## config.mk

```make
export PLATFORM = sky130hd
export DESIGN_NAME = vpu_issue_ctrl
export DESIGN_NICKNAME = d
export VERILOG_FILES = /design/src/rtl/vpu_pkg.sv /design/src/rtl/vpu_instr_fifo.sv /design/src/rtl/vpu_issue_ctrl.sv
export SDC_FILE = /design/constraint.sdc
export NUM_CORES = 1
export LEC_CHECK = 0
export ABC_AREA = 1
export BUFFER_PORTS_ARGS = -buffer_cell sky130_fd_sc_hd__buf_2
export CAP_MARGIN = 20
export CORE_ASPECT_RATIO = 1.4
export CORE_MARGIN = 2
export CORE_UTILIZATION = 60
export CTS_BUF_LIST = sky130_fd_sc_hd__clkbuf_8
export DETAILED_ROUTE_END_ITERATION = 10
export HOLD_SLACK_MARGIN = 0.1
export PLACE_DENSITY = 0.82
export SLEW_MARGIN = 20
export SYNTH_ARGS = -nofsm -noshare
export SYNTH_HDL_FRONTEND = slang
export SYNTH_SLANG_ARGS = --single-unit
```

## constraint.sdc

```tcl
create_clock -name clk -period 14.15 [get_ports clk]
set_clock_uncertainty 0.15 [all_clocks]
set_input_delay 0 -clock clk [delete_from_list [all_inputs] [get_ports clk]]
set_output_delay 0 -clock clk [all_outputs]
set_load 0.005 [all_outputs]
```

## src/rtl/vpu_pkg.sv

```systemverilog
// vpu_pkg: shared instruction fields and type codes for the VPU issue path
package vpu_pkg;

    localparam logic [2:0] VPU_SCALAR   = 3'd0;
    localparam logic [2:0] VPU_VLOAD    = 3'd1;
    localparam logic [2:0] VPU_VSTORE   = 3'd2;
    localparam logic [2:0] VPU_VCOMPUTE = 3'd3;

    typedef struct packed {
        logic [12:0] addr_a;
        logic [12:0] addr_b;
        logic [12:0] addr_out;
        logic [12:0] addr_const;
        logic [9:0]  opcode;
        logic [2:0]  vpu_type;
        logic [2:0]  vreg_dst;
        logic [2:0]  vreg_a;
        logic [2:0]  vreg_b;
        logic [2:0]  vpu_opcode;
        logic        scalar_b;
    } vpu_instr_t;

    typedef enum logic {IDLE, WAIT_DONE} issue_state_t;

endpackage

```

## src/rtl/vpu_instr_fifo.sv

```systemverilog
// vpu_instr_fifo: synchronous instruction FIFO, registered count, no bypass
module vpu_instr_fifo
    import vpu_pkg::*;
#(
    parameter int DEPTH = 4
) (
    input  logic                       clk,
    input  logic                       rst_n,
    input  logic                       push_i,
    input  vpu_instr_t                 din_i,
    input  logic                       pop_i,
    output vpu_instr_t                 dout_o,
    output logic [$clog2(DEPTH+1)-1:0] count_o,
    output logic                       full_o,
    output logic                       empty_o
);
    localparam int AW = $clog2(DEPTH);
    localparam int CW = $clog2(DEPTH+1);

    vpu_instr_t      mem_q [DEPTH];
    logic [AW-1:0]   wr_q, rd_q;
    logic [CW-1:0]   cnt_q;
    logic            push_ok, pop_ok;

    assign full_o  = cnt_q == CW'(DEPTH);
    assign empty_o = cnt_q == '0;
    assign push_ok = push_i && !full_o;
    assign pop_ok  = pop_i && !empty_o;
    assign dout_o  = mem_q[rd_q];
    assign count_o = cnt_q;

    // pointers wrap naturally because DEPTH is a power of two
    always_ff @(posedge clk or negedge rst_n)
        if (!rst_n) begin
            wr_q  <= '0;
            rd_q  <= '0;
            cnt_q <= '0;
        end else begin
            wr_q  <= wr_q + AW'(push_ok);
            rd_q  <= rd_q + AW'(pop_ok);
            cnt_q <= cnt_q + CW'(push_ok) - CW'(pop_ok);
        end

    // storage needs no reset; the pointers define what is valid
    always_ff @(posedge clk)
        if (push_ok) mem_q[wr_q] <= din_i;

endmodule

```

## src/rtl/vpu_issue_ctrl.sv

```systemverilog
// vpu_issue_ctrl: issues queued VPU instructions one at a time, holding fields until done (optional timeout: VPU_ISSUE_TIMEOUT_EN)
module vpu_issue_ctrl
    import vpu_pkg::*;
#(
    parameter int DEPTH          = 4,
    parameter int TIMEOUT_CYCLES = 1024,
    parameter int CNT_W          = 16
) (
    input  logic                       clk,
    input  logic                       rst_n,
    input  logic                       in_valid_i,
    input  vpu_instr_t                 in_instr_i,
    output logic                       in_ready_o,
    output vpu_instr_t                 vpu_instr_o,
    output logic                       vpu_start_o,
    input  logic                       vpu_done_i,
    output logic [$clog2(DEPTH+1)-1:0] q_count_o,
    output logic                       busy_o,
    output logic [CNT_W-1:0]           retired_o,
    output logic                       err_timeout_o,
    input  logic                       err_clr_i
);
    issue_state_t     state_q;
    vpu_instr_t       instr_q, head;
    logic             start_q;
    logic [CNT_W-1:0] retired_q;
    logic             full, empty, pop, expire;

    vpu_instr_fifo #(.DEPTH(DEPTH)) u_fifo (
        .clk     (clk),
        .rst_n   (rst_n),
        .push_i  (in_valid_i),
        .din_i   (in_instr_i),
        .pop_i   (pop),
        .dout_o  (head),
        .count_o (q_count_o),
        .full_o  (full),
        .empty_o (empty)
    );

    // IDLE pops whenever something is queued; WAIT_DONE only when done frees the engine
    assign pop = !empty && (state_q == IDLE || vpu_done_i);

`ifdef VPU_ISSUE_TIMEOUT_EN
    localparam int TW = $clog2(TIMEOUT_CYCLES+1);

    logic [TW-1:0] tmr_q;
    logic          err_q;

    assign expire        = state_q == WAIT_DONE && !vpu_done_i && tmr_q == TW'(TIMEOUT_CYCLES-1);
    assign err_timeout_o = err_q;

    // counts WAIT_DONE cycles since the last issue
    always_ff @(posedge clk or negedge rst_n)
        if (!rst_n) tmr_q <= '0;
        else tmr_q <= pop ? '0 : (state_q == WAIT_DONE) ? tmr_q + TW'(1) : tmr_q;

    // sticky timeout flag; a new timeout beats a clear in the same cycle
    always_ff @(posedge clk or negedge rst_n)
        if (!rst_n) err_q <= 1'b0;
        else err_q <= expire ? 1'b1 : err_clr_i ? 1'b0 : err_q;
`else
    logic unused_cfg;

    assign expire        = 1'b0;
    assign err_timeout_o = 1'b0;
    assign unused_cfg    = err_clr_i ^ (TIMEOUT_CYCLES == 0);
`endif

    // sequencer: registered fields, one-cycle start, retire on done
    always_ff @(posedge clk or negedge rst_n)
        if (!rst_n) begin
            state_q   <= IDLE;
            instr_q   <= '0;
            start_q   <= 1'b0;
            retired_q <= '0;
        end else begin
            start_q   <= pop;
            instr_q   <= pop ? head : instr_q;
            retired_q <= (state_q == WAIT_DONE && vpu_done_i) ? retired_q + CNT_W'(1) : retired_q;
            state_q   <= pop ? WAIT_DONE : (vpu_done_i || expire) ? IDLE : state_q;
        end

    assign in_ready_o  = !full;
    assign vpu_instr_o = instr_q;
    assign vpu_start_o = start_q;
    assign retired_o   = retired_q;
    assign busy_o      = state_q != IDLE || q_count_o != '0;

endmodule

```

==> impl_metrics.env <==
export IMPL_route_detailed_drc=0
export IMPL_synth_main_ff_cell="edfxtp_1"
export IMPL_ctsResizeCount=0
export IMPL_rsz0062_at_grt="false"
export IMPL_row_count=70
export IMPL_fill_cells=1593
export IMPL_slew_viol_final=0
export IMPL_die_y_um=196.8
export IMPL_min_path_type="in2reg"
export IMPL_finalHoldViolations=0
export IMPL_clock_latency_ns=0.61
export IMPL_max_slew_margin_rel_pct=31.57
export IMPL_worstSetupPathType="in2reg"
export IMPL_first_pass_iters=5
export IMPL_core_sq_um=26100
export IMPL_synth_top_family_by_area="simple AND/OR/NAND/NOR gates"
export IMPL_syn_nets=1319
export IMPL_setup_slack_ns=10.73
export IMPL_htreeDepth=2
export IMPL_cts_root_buffer_cell="clkbuf_8"
export IMPL_irDropWorstVdd_mv=0.1553
export IMPL_synth_cells=1232
export IMPL_fin_crit_sh_pct=24.18
export IMPL_synth_top_area_share_pct=58.82
export IMPL_combPwrFrac_pct=30.8
export IMPL_rrSetupSlack_ns=10.84
export IMPL_power_share_switching_pct=35.47
export IMPL_ant_nets=0
export IMPL_dp_hpwl_um=18120
export IMPL_post_cts_buffers=0
export IMPL_drt_iter0_drc=705
export IMPL_start_util_pct=61.03
export IMPL_max_slew_worst_pin_slew_ns=1.024
export IMPL_tritoncts="done"
export IMPL_yosys_area_top_type="edfxtp_1"
export IMPL_drive_gt1_share_pct=20.92
export IMPL_outcome="complete, no violations"
export IMPL_synth_edf_count=312
export IMPL_wirelength_um=36630
export IMPL_synthesis_area_sq_um=15930
export IMPL_vias_per_cell=5.565
export IMPL_globalRouteOverflowTotal=0
export IMPL_period_needed_ns=3.422
export IMPL_via_count=10880
export IMPL_io_buffer_count=181
export IMPL_end_kind="flop"
export IMPL_p_per_area_nw_per_um2=197.6
export IMPL_crit_arrival_ns=3.76
export IMPL_wire_per_inst_um=18.73
export IMPL_ys_ff_latch=415
export IMPL_power_uw=3897
export IMPL_power_frac_clock_pct=22.7
export IMPL_fin_nets=1668
export IMPL_critPathLaunchType="input pin"
export IMPL_timing_fmax_ghz=0.2923
export IMPL_cap_violations=0
export IMPL_synthAdderAreaFrac_pct=0.3613
export IMPL_yosysUniqueCellTypes=27
export IMPL_ys_warnings_count=0
export IMPL_cts_path_max_buffers=3
export IMPL_place_congestion=0.8187
export IMPL_synth_area_mux_share_pct=0
export IMPL_seq_area_sq_um=11950
export IMPL_worstPathRequired_ns=14.49
export IMPL_p_int_uw=2515
export IMPL_die_w_um=141.7
export IMPL_synth_compound_area_share_pct=9.151
export IMPL_crit_fanout=41
export IMPL_dpl_worst_slack_ns=10.86
export IMPL_synth_area_per_cell_sq_um=12.93
export IMPL_grt_pass1_wl_um=56870
export IMPL_synthTopCellsByCount="312 x edfxtp_1, 274 x nand2_1, 167 x nor2_1, 103 x dfrtp_1, 94 x o21ai_0"
export IMPL_leakagePower_uw=0.007937
export IMPL_yosys_area_share_xor_xnor_pct=0.7148
export IMPL_antenna_found_initial=1
export IMPL_grt_usage_pct=26.54
export IMPL_fin_tns_setup_ns=0
export IMPL_grt_max_degree=108
export IMPL_multiInputGateArea_sq_um=3471
export IMPL_dieArea_sq_um=27890
export IMPL_grt_pass1_vias=11270
export IMPL_clock_sinks=415
export IMPL_clk_pin_slew_worst_paths_ns=0.07
export IMPL_p_seq_share_pct=46.6
export IMPL_postSynth_asyncResetShare_pct=24.82
export IMPL_ios=184
export IMPL_syn2layout_area_growth_pct=23.81
export IMPL_numCtsBuffers=57
export IMPL_yosysSeqAreaShare_pct=75.00
export IMPL_yosysMostFrequentCell="edfxtp_1"
export IMPL_switchingPower_uw=1382
export IMPL_setup_viol=0
export IMPL_synth_top_cells_by_area="edfxtp_1 59%, dfrtp_1 16%, nand2_1 6.5%"
export IMPL_yosys_area_share_simple_pct=11.37
==> power groups by stage <==
stage / clock network (uW) / logic, uW / registers, uW
after detailed placement: 0 / 1150 / 1830
after global placement: 0 / 1110 / 1820
after floorplan: 0 / 804 / 1830
final: 883 / 1200 / 1810
after CTS: 891 / 1190 / 1810
after global routing: 953 / 1330 / 1840
==> registers in the layout, indices dropped and copies added, names as in the netlist <==
| signal | flops |
|---|---|
| state_q | 1 |
| u_fifo.rd_q | 2 |
| u_fifo.count_o | 3 |
| u_fifo.wr_q | 2 |
| vpu_instr_o | 78 |
| u_fifo.mem_q | 312 |
| vpu_start_o | 1 |
| retired_o | 16 |
==> placed cells by master, fill, tap and decap left out, types with 2 or more instances in the layout <==
| cell type | instances |
|---|---|
| inv_1 | 41 |
| clkinv_1 | 8 |
| xnor2_1 | 3 |
| o21ai_0 | 94 |
| nor2_1 | 166 |
| clkinv_2 | 13 |
| nor3_1 | 4 |
| ha_1 | 3 |
| buf_2 | 180 |
| nand4_1 | 6 |
| o21ai_2 | 47 |
| inv_2 | 4 |
| xor2_1 | 10 |
| o21ai_1 | 16 |
| dlygate4sd3_1 | 161 |
| nand2_1 | 274 |
| nor3_2 | 5 |
| o22ai_1 | 78 |
| bufinv_16 | 2 |
| dfrtp_1 | 101 |
| clkinvlp_4 | 2 |
| nand3_1 | 9 |
| clkbuf_8 | 64 |
| buf_4 | 15 |
| edfxtp_1 | 312 |
==> critical path: stages <==
cell and delay, ns:
dlygate4sd3_1 0.52, buf_2 0.11, dlygate4sd3_1 0.55, nor2_1 0.08
nor2_4 0.79, clkinv_2 0.88, buf_4 0.56, nand2_1 0.14
nand2_1 0.07
==> cell families after synthesis <==
family | after synthesis
AO/OA/AOI/OAI | 236
XOR/XNOR | 13
adder cells (fa/ha/maj) | 4
buffers and inverters | 96
flip-flops | 415
other | 1
AND/OR/NAND/NOR | 467
==> routing by layer <==
metal  part of all wire, %  routed length (um)  GRT usage, %  up-vias
li1                      -                   -             -     5042
met1                    38               13780         30.35     5365
met2                    54               19670         48.96      387
met3                   5.5                2032         4.325       86
met4                   3.1                1145         11.52        0
met5                     0                   0             0        -
==> worst paths after layout <==
path                            depth (start not counted)         endpoint             from
worst max-delay path                                    9  vpu_instr_o[74]       vpu_done_i
worst min-delay path                                    5     retired_o[1]       vpu_done_i
worst max register to register                          7  vpu_instr_o[74]          state_q
worst min register to register                          2  vpu_instr_o[53]  vpu_instr_o[53]
max in group asynchronous                               4   u_fifo.rd_q[0]            rst_n
min in group asynchronous                               4  vpu_instr_o[32]            rst_n
==> timing repair <==
item,4_1_cts,5_1_grt
endpoints found under the hold margin,470,0
hold buffers,162,0
endpoints found under the setup margin,0,0
==> area by class of cell <==
cell class | count | share of cell area [%]
Tap cell | 324 | 2.056
Antenna cell | 1 | 0.01269
Multi-Input combinational cell | 721 | 17.60
Clock inverter | 44 | 1.218
Clock buffer | 64 | 4.466
Inverter | 28 | 0.5773
Timing Repair Buffer | 358 | 13.47
Sequential cell | 415 | 60.60
==> per-stage QoR <==
stage | instance area (sq um) | utilization (%) | hold WS, ns | cells
floorplan | 15930 | - | -0.4456 | 1232
global placement | 16960 | 64.99 | -0.1556 | 1684
detailed placement | 16960 | 64.99 | -0.1429 | 1684
CTS | 19720 | 75.54 | 0.1820 | 1954
global route | 19720 | 75.56 | 0.2533 | 1955
finish | 19720 | 75.56 | 0.2195 | 1955
(Power assumes the default switching activity.)
